File: src/rtl/piezo_tone_decoder.sv
// Square-wave tone decoder: measures the input period in clock cycles and
// locks to the matching one-hot note code (bit 0 = C4 ... bit 7 = C5).
module piezo_tone_decoder #(
    parameter int LOCK_CNT = 2,
    parameter int TIMEOUT  = 8000
) (
    input  logic        clk,
    input  logic        rst,
    input  logic        piezo_in,
    output logic [7:0]  note,
    output logic        valid,
    output logic [12:0] period
);

    localparam logic [2:0]  LOCK_N  = 3'(LOCK_CNT);
    localparam logic [12:0] CNT_MAX = 13'd8191;
    localparam logic [12:0] TO_LAST = 13'(TIMEOUT - 1);

    typedef enum logic [1:0] {IDLE, ACQ, LOCK} state_t;

    state_t      state, state_nxt;
    logic        s1, s2, s3;
    logic        rise;
    logic [12:0] cnt;
    logic [13:0] p_wide;
    logic        hit;
    logic [2:0]  k;
    logic [2:0]  match_cnt, match_cnt_nxt;
    logic [2:0]  cand, cand_nxt;
    logic [2:0]  acq_next;
    logic [7:0]  note_nxt;
    logic        valid_nxt;
    logic        timeout;

    function automatic logic [12:0] sat_inc(input logic [12:0] v);
        return (v == CNT_MAX) ? v : v + 13'd1;
    endfunction

    // A saturated counter yields 8192, which is clamped rather than wrapped to 0.
    function automatic logic [12:0] sat_period(input logic [13:0] v);
        return v[13] ? CNT_MAX : v[12:0];
    endfunction

    // Returns {hit, note index}; bands are contiguous from 1800 to 4000.
    function automatic logic [3:0] classify(input logic [13:0] p);
        if (p < 14'd1800 || p > 14'd4000) return 4'b0_000;
        else if (p >= 14'd3609)           return 4'b1_000;
        else if (p >= 14'd3216)           return 4'b1_001;
        else if (p >= 14'd2948)           return 4'b1_010;
        else if (p >= 14'd2708)           return 4'b1_011;
        else if (p >= 14'd2412)           return 4'b1_100;
        else if (p >= 14'd2149)           return 4'b1_101;
        else if (p >= 14'd1968)           return 4'b1_110;
        else                              return 4'b1_111;
    endfunction

    function automatic logic [7:0] onehot(input logic [2:0] i);
        return 8'b1 << i;
    endfunction

    always_ff @(posedge clk or posedge rst) begin
        if (rst) begin
            s1 <= 1'b0;
            s2 <= 1'b0;
            s3 <= 1'b0;
        end else begin
            s1 <= piezo_in;
            s2 <= s1;
            s3 <= s2;
        end
    end

    assign rise     = s2 & ~s3;
    assign p_wide   = {1'b0, cnt} + 14'd1;
    assign {hit, k} = classify(p_wide);
    assign acq_next = (k == cand) ? match_cnt + 3'd1 : 3'd1;
    assign timeout  = !rise && (cnt == TO_LAST);

    always_ff @(posedge clk or posedge rst) begin
        if (rst) begin
            cnt    <= '0;
            period <= '0;
        end else if (rise) begin
            cnt    <= '0;
            period <= sat_period(p_wide);
        end else begin
            cnt    <= sat_inc(cnt);
        end
    end

    always_ff @(posedge clk or posedge rst) begin
        if (rst) begin
            state     <= IDLE;
            match_cnt <= '0;
            cand      <= '0;
            note      <= '0;
            valid     <= 1'b0;
        end else begin
            state     <= state_nxt;
            match_cnt <= match_cnt_nxt;
            cand      <= cand_nxt;
            note      <= note_nxt;
            valid     <= valid_nxt;
        end
    end

    always_comb begin
        state_nxt     = state;
        match_cnt_nxt = match_cnt;
        cand_nxt      = cand;
        note_nxt      = note;
        valid_nxt     = valid;
        case (state)
            IDLE: begin
                // The first edge after silence only starts the period measurement.
                if (rise) begin
                    state_nxt     = ACQ;
                    match_cnt_nxt = '0;
                end
            end
            ACQ: begin
                if (rise) begin
                    if (!hit) begin
                        match_cnt_nxt = '0;
                    end else begin
                        cand_nxt      = k;
                        match_cnt_nxt = acq_next;
                        if (acq_next >= LOCK_N) begin
                            state_nxt = LOCK;
                            note_nxt  = onehot(k);
                            valid_nxt = 1'b1;
                        end
                    end
                end else if (timeout) begin
                    state_nxt     = IDLE;
                    match_cnt_nxt = '0;
                    note_nxt      = '0;
                    valid_nxt     = 1'b0;
                end
            end
            LOCK: begin
                if (rise) begin
                    if (!hit) begin
                        state_nxt     = ACQ;
                        match_cnt_nxt = '0;
                        note_nxt      = '0;
                        valid_nxt     = 1'b0;
                    end else if (onehot(k) != note) begin
                        cand_nxt      = k;
                        match_cnt_nxt = 3'd1;
                        if (LOCK_N == 3'd1) begin
                            note_nxt  = onehot(k);
                        end else begin
                            state_nxt = ACQ;
                            note_nxt  = '0;
                            valid_nxt = 1'b0;
                        end
                    end
                end else if (timeout) begin
                    state_nxt     = IDLE;
                    match_cnt_nxt = '0;
                    note_nxt      = '0;
                    valid_nxt     = 1'b0;
                end
            end
            default: begin
                state_nxt = IDLE;
            end
        endcase
    end

endmodule

File: config.mk
export PLATFORM = sky130hd
export DESIGN_NAME = piezo_tone_decoder
export DESIGN_NICKNAME = d
export VERILOG_FILES = /design/src/rtl/piezo_tone_decoder.sv
export SDC_FILE = /design/constraint.sdc
export NUM_CORES = 1
export LEC_CHECK = 0
export CAP_MARGIN = 30
export CORE_UTILIZATION = 40
export CTS_BUF_LIST = sky130_fd_sc_hd__clkbuf_4 sky130_fd_sc_hd__clkbuf_8 sky130_fd_sc_hd__clkbuf_16
export DETAILED_ROUTE_END_ITERATION = 16
export PLACE_DENSITY = 0.65
export SLEW_MARGIN = 20
export SYNTH_ARGS = -nofsm -noshare
export SYNTH_HDL_FRONTEND = slang
export SYNTH_SLANG_ARGS = --single-unit
File: constraint.sdc
create_clock -name clk -period 4.32 [get_ports clk]
set_input_delay 1.296 -clock clk [delete_from_list [all_inputs] [get_ports clk]]
set_output_delay 1.296 -clock clk [all_outputs]
set_load 0.01 [all_outputs]
# Yosys cells after proc, flatten, opt, wreduce, memory -nomap -nowiden
# Cells that the tools add are included.
# word_totals
inputBits	3
register_bits	46
# op_classes
bitwise	2
eq_ne	16
n_shift	1
magnitude_cmp	10
n_addsub	3
n_mux	51
reduce_logical	10
# ops
cell	count
14-bit by 12-bit >= comparator with 1-bit output, second input constant	6
8-bit two-way mux	7
3-bit two-way mux	17
13-bit two-way mux	3
13-bit equality test, second input constant	2
2-bit two-way mux	10
8-bit one-hot mux with 2 select lines	1
13-bit by 1-bit adder with 14-bit output, second input constant	1
14-bit by 11-bit >= comparator with 1-bit output, second input constant	1
14-bit by 12-bit greater-than comparator with 1-bit output, second input constant	1
14-bit by 11-bit < comparator with 1-bit output, second input constant	1
2-bit inequality test, second input constant	7
13-bit by 1-bit adder with 13-bit output, second input constant	1
3-bit one-hot mux with 3 select lines	1
1-bit two-way mux	8
8-bit inequality test	1
4-bit AND reduction	2
1-bit by 3-bit left shift with 8-bit output, first input constant	1
3-bit inequality test, second input constant	2
2-bit one-hot mux with 3 select lines	1
3-bit one-hot mux with 2 select lines	1
6-bit AND reduction	1
4-bit two-way mux	1
4-bit inequality test, second input constant	1
15 further kinds	15

# Longest topological paths before layout
# depth
ltp_word	17
mapped_depth	15
depth_no_buf	13

# Least setup slack after synthesis
# Ideal clock, no wire load.
# synth_timing
path_kind	register to register
startpoint	register cnt[0]
endpoint	register state[1]
arrival_ps	3597
n_path_buf	1
t_required_ps	4198
setup_slack_ps	602
setup_ps	122
path_stages_with_launch	14
path_cell_list	dfrtp_1 ha_1 and4_1 buf_2 nand3_1 xor2_1 nor2_1 o22ai_2 nand2_2 or4_1 a311oi_1 or4b_4 and2_4 a32o_1
# synth_via
elab_chain_len	15
# synth_rtl
element	line	source
from (decl)	24	logic [12:0] cnt;
from (signal assigned)	87	cnt <= sat_inc(cnt);
13-bit by 1-bit adder with 14-bit output	74	assign p_wide = {1'b0, cnt} + 14'd1;
14-bit by 11-bit >= comparator with 1-bit output	53	else if (p >= 14'd1968) return 4'b1_110;
1-bit two-way mux	53	
2-bit two-way mux	52	else if (p >= 14'd2149) return 4'b1_101;
2-bit two-way mux	51	else if (p >= 14'd2412) return 4'b1_100;
3-bit two-way mux	50	else if (p >= 14'd2708) return 4'b1_011;
3-bit two-way mux	49	else if (p >= 14'd2948) return 4'b1_010;
3-bit two-way mux	48	else if (p >= 14'd3216) return 4'b1_001;
3-bit two-way mux	47	else if (p >= 14'd3609) return 4'b1_000;
4-bit two-way mux	46	if (p < 14'd1800 || p > 14'd4000) return 4'b0_000;
3-bit equality test	76	assign acq_next = (k == cand) ? match_cnt + 3'd1 : 3'd1;
3-bit two-way mux	76	
3-bit by 2-bit >= comparator with 1-bit output	128	if (acq_next >= LOCK_N) begin
3-bit inequality test (no line)	n/a	
4-bit AND reduction (no line)	n/a	
to (signal assigned)	99	state <= state_nxt;
to (decl)	21	state_t state, state_nxt;
# Parallel ways exist; a longest one is shown, timed or not.
# A chain may end at the register's enable or synchronous reset.

# Final worst setup path
# layout_timing
startpoint	register cnt[4]
endpoint	register match_cnt[0]
# layout_via
elab_chain_len	15
# layout_rtl
element	line	source
13-bit by 1-bit adder with 14-bit output	74	
14-bit by 11-bit >= comparator with 1-bit output	53	
1-bit two-way mux	53	
2-bit two-way mux	52	
2-bit two-way mux	51	
3-bit two-way mux	50	
3-bit two-way mux	49	
3-bit two-way mux	48	
3-bit two-way mux	47	
4-bit two-way mux	46	
3-bit equality test	76	
3-bit two-way mux	76	
3-bit two-way mux	123	if (!hit) begin
3-bit two-way mux	122	if (rise) begin
3-bit one-hot mux with 3 select lines	113	case (state)
to (signal assigned)	100	match_cnt <= match_cnt_nxt;
to (decl)	28	logic [2:0] match_cnt, match_cnt_nxt;
# Parallel ways exist; a longest one is shown, timed or not.

==> run metrics <==
status completed; CTS H-tree depth 2; Filler cells between 800 and 900; # DRC 0; Cell Rows 34; Worst EP required between 4000 and 5000 ps; synthesized area 3640 um2; layout cell share with drive strength beyond 1 0.134; Setup TNS 0 ps; initial core utilization 0.415; Netlist cell types 81; Iter 0 DRT Violations 248; final WL 10200 um; Synth warnings 0; total global routing track utilization 0.220; Hold Fails Final Rpt 0; number of synthesized flops with an enable pin 0; Avg Synthesized Cell Area 8.48 um2; Clock Skew 17.6 ps; fin crit share 0.963; io pins 25; Worst Setup End Kind register; syn_nets 440; HP Class register to register; worst slew pin tran 668 ps; Setup violations, final 0; die height 97.3 um; synthesis-to-finish area growth 15.3%; 1st-pass router iterations 5; Worst Setup Start Kind register; vias in the first global route 3337; most frequent cells in the layout dfrtp_1, nor2_1, nand2_1; global-route wire length before repair 17100 um; Worst slew margin 0.552; worst path arrival time 4360 ps; latest clock arrival within the worst-skew pair roughly 300 ps; Root Buffer Master clkbuf_8; Yosys reg bits 46; Post-DRT Antenna Nets 0; Period minus WS final between 4000 and 5000 ps; register area share after synthesis 0.317; nets 466; routability congestion estimate 0.946; WS Path Type register to register; Pleak 0.00161 uW; DR vias 3556; max-cap violation count 0; asr flop ratio synth 1.00; largest net degree at the start of global routing 47; Max clock buf depth 2; WL/cell 18.1 um; Buffers on Ports 24; antenna violations before repair 0; P per Cell Area 331 nW/um2; Max Transition Viols Final 0; clock slew at reported path FFs 90 ps; fmax 240 MHz; ys flop type dfrtp_1; Peak supply drop approximately 240 uV; grt total ovfl 0; post-synthesis cell count 429; Tot Pwr 1390 uW; cts bufs inserted 5; most common cell after layout, fill and taps aside dfrtp_1; RSZ-0062 raised after global routing false; die width 97.3 um; dpl hpwl ~7800 um; clock sink count between 40 and 50; core area 8760 um2; maximum fanout along the worst path 9; hold buffer count at cts 0; # diodes 0; CTS tree done; die area 9480 um2; DR vias/cell 6.30
## synthesized netlist by cell type (4+ instances only)
library cell | instances | area [um2]
xnor2_1 | 10 | 87.6
a21oi_1 | 23 | 115
nand2_1 | 29 | 109
nand2b_1 | 12 | 75.1
nand4_1 | 8 | 50.1
dfrtp_1 | 46 | 1150
and2_1 | 6 | 37.5
a311oi_1 | 4 | 35.0
nor4_1 | 5 | 31.3
nand3_1 | 14 | 70.1
clkbuf_1 | 15 | 56.3
a211oi_1 | 5 | 37.5
nor2_1 | 38 | 143
o211ai_1 | 7 | 52.6
o311ai_1 | 7 | 61.3
buf_2 | 12 | 60.1
and3_1 | 6 | 37.5
nor3_1 | 8 | 40.0
ha_1 | 8 | 100
xor2_1 | 6 | 52.6
and4_1 | 5 | 43.8
a22o_1 | 8 | 70.1
mux2i_1 | 4 | 40.0
o21ai_0 | 16 | 80.1
inv_1 | 15 | 56.3
o31ai_1 | 5 | 37.5
nor2b_1 | 4 | 25.0
a31oi_1 | 22 | 138
## repair_timing
item,4_1_cts,5_1_grt
gates resized for setup,0,6
endpoints found under the setup margin,0,16
buffers inserted,0,1
## cell type report
class,count,area (um2),share of cell area
clock inverter,2,13.8,0.00328
tap,108,135,0.0322
multi-input combinational,337,2310,0.552
timing repair buffer,50,448,0.107
clock buffer,6,76.3,0.0182
inverter,15,56.3,0.0134
sequential,46,1150,0.274
## flip-flops by register name, summed over array words and instances, names as in the netlist, 2 cells and up
signal,count
note,8
state,2
period,13
match_cnt,3
cand,3
cnt,13
## critical path, stage by stage, from the launching register on
cell and delay (ps):
dfrtp_1 540, nand3_1 210, buf_4 220, or3_1 330, a221o_1 370, a211o_1 390, a2bb2oi_2 470, nor4_1 90
o311ai_1 550, nor2_1 90, nor4b_1 190, or3_1 380, a22o_1 250
## metrics by stage
stage               worst slack [ps]  hold slack, ps  cells  utilization  area (um2)
global route                    5.72             375    564        0.479        4190
CTS                              193             367    562        0.472        4140
global placement                 192             338    554        0.462        4050
floorplan                        602             331    429            -        3640
detailed placement               213             345    554        0.462        4050
finish                           158             364    564        0.479        4190
## logic make-up (layout without fill, tap and decap cells)
| group | count (synthesis) | after routing | synth area share |
|---|---|---|---|
| AOI/OAI and AO/OA | 142 | 142 | 0.289 |
| xor gates and xnor gates | 16 | 16 | 0.0385 |
| adders and majority gates | 8 | 8 | 0.0275 |
| buffers and inverters | 46 | 73 | 0.0551 |
| DFF | 46 | 46 | 0.317 |
| muxes | 6 | 6 | 0.0172 |
| and+or+nand+nor | 165 | 165 | 0.256 |
## metal layers
layer | global-route usage | up-vias | share of wire
met5 | 0 | - | 0
met4 | 0.0724 | 0 | 0.022
met3 | 0.0331 | 23 | 0.057
met2 | 0.362 | 120 | 0.48
met1 | 0.297 | 1720 | 0.45
li1 | - | 1693 | -
## power by group
group	switching [uW]	internal, uW
Combinational	338	240
Clock	152	121
Sequential	54.5	484
## worst paths after layout
kind | cells after the start | from | to | slack, ps
max in group asynchronous | 3 | rst | cnt[0]$_DFFE_PP0P_ | 2520
worst max register to register | 12 | cnt[4]$_DFFE_PP0P_ | match_cnt[0]$_DFFE_PP0P_ | 160
worst min register to register | 0 | s1$_DFF_PP0_ | s2$_DFF_PP0_ | 360
worst min-delay path | 0 | s1$_DFF_PP0_ | s2$_DFF_PP0_ | 360
min in group asynchronous | 2 | rst | match_cnt[2]$_DFFE_PP0P_ | 1300
worst max-delay path | 12 | cnt[4]$_DFFE_PP0P_ | match_cnt[0]$_DFFE_PP0P_ | 160
Note: power is estimated with default switching activity, not from simulation.
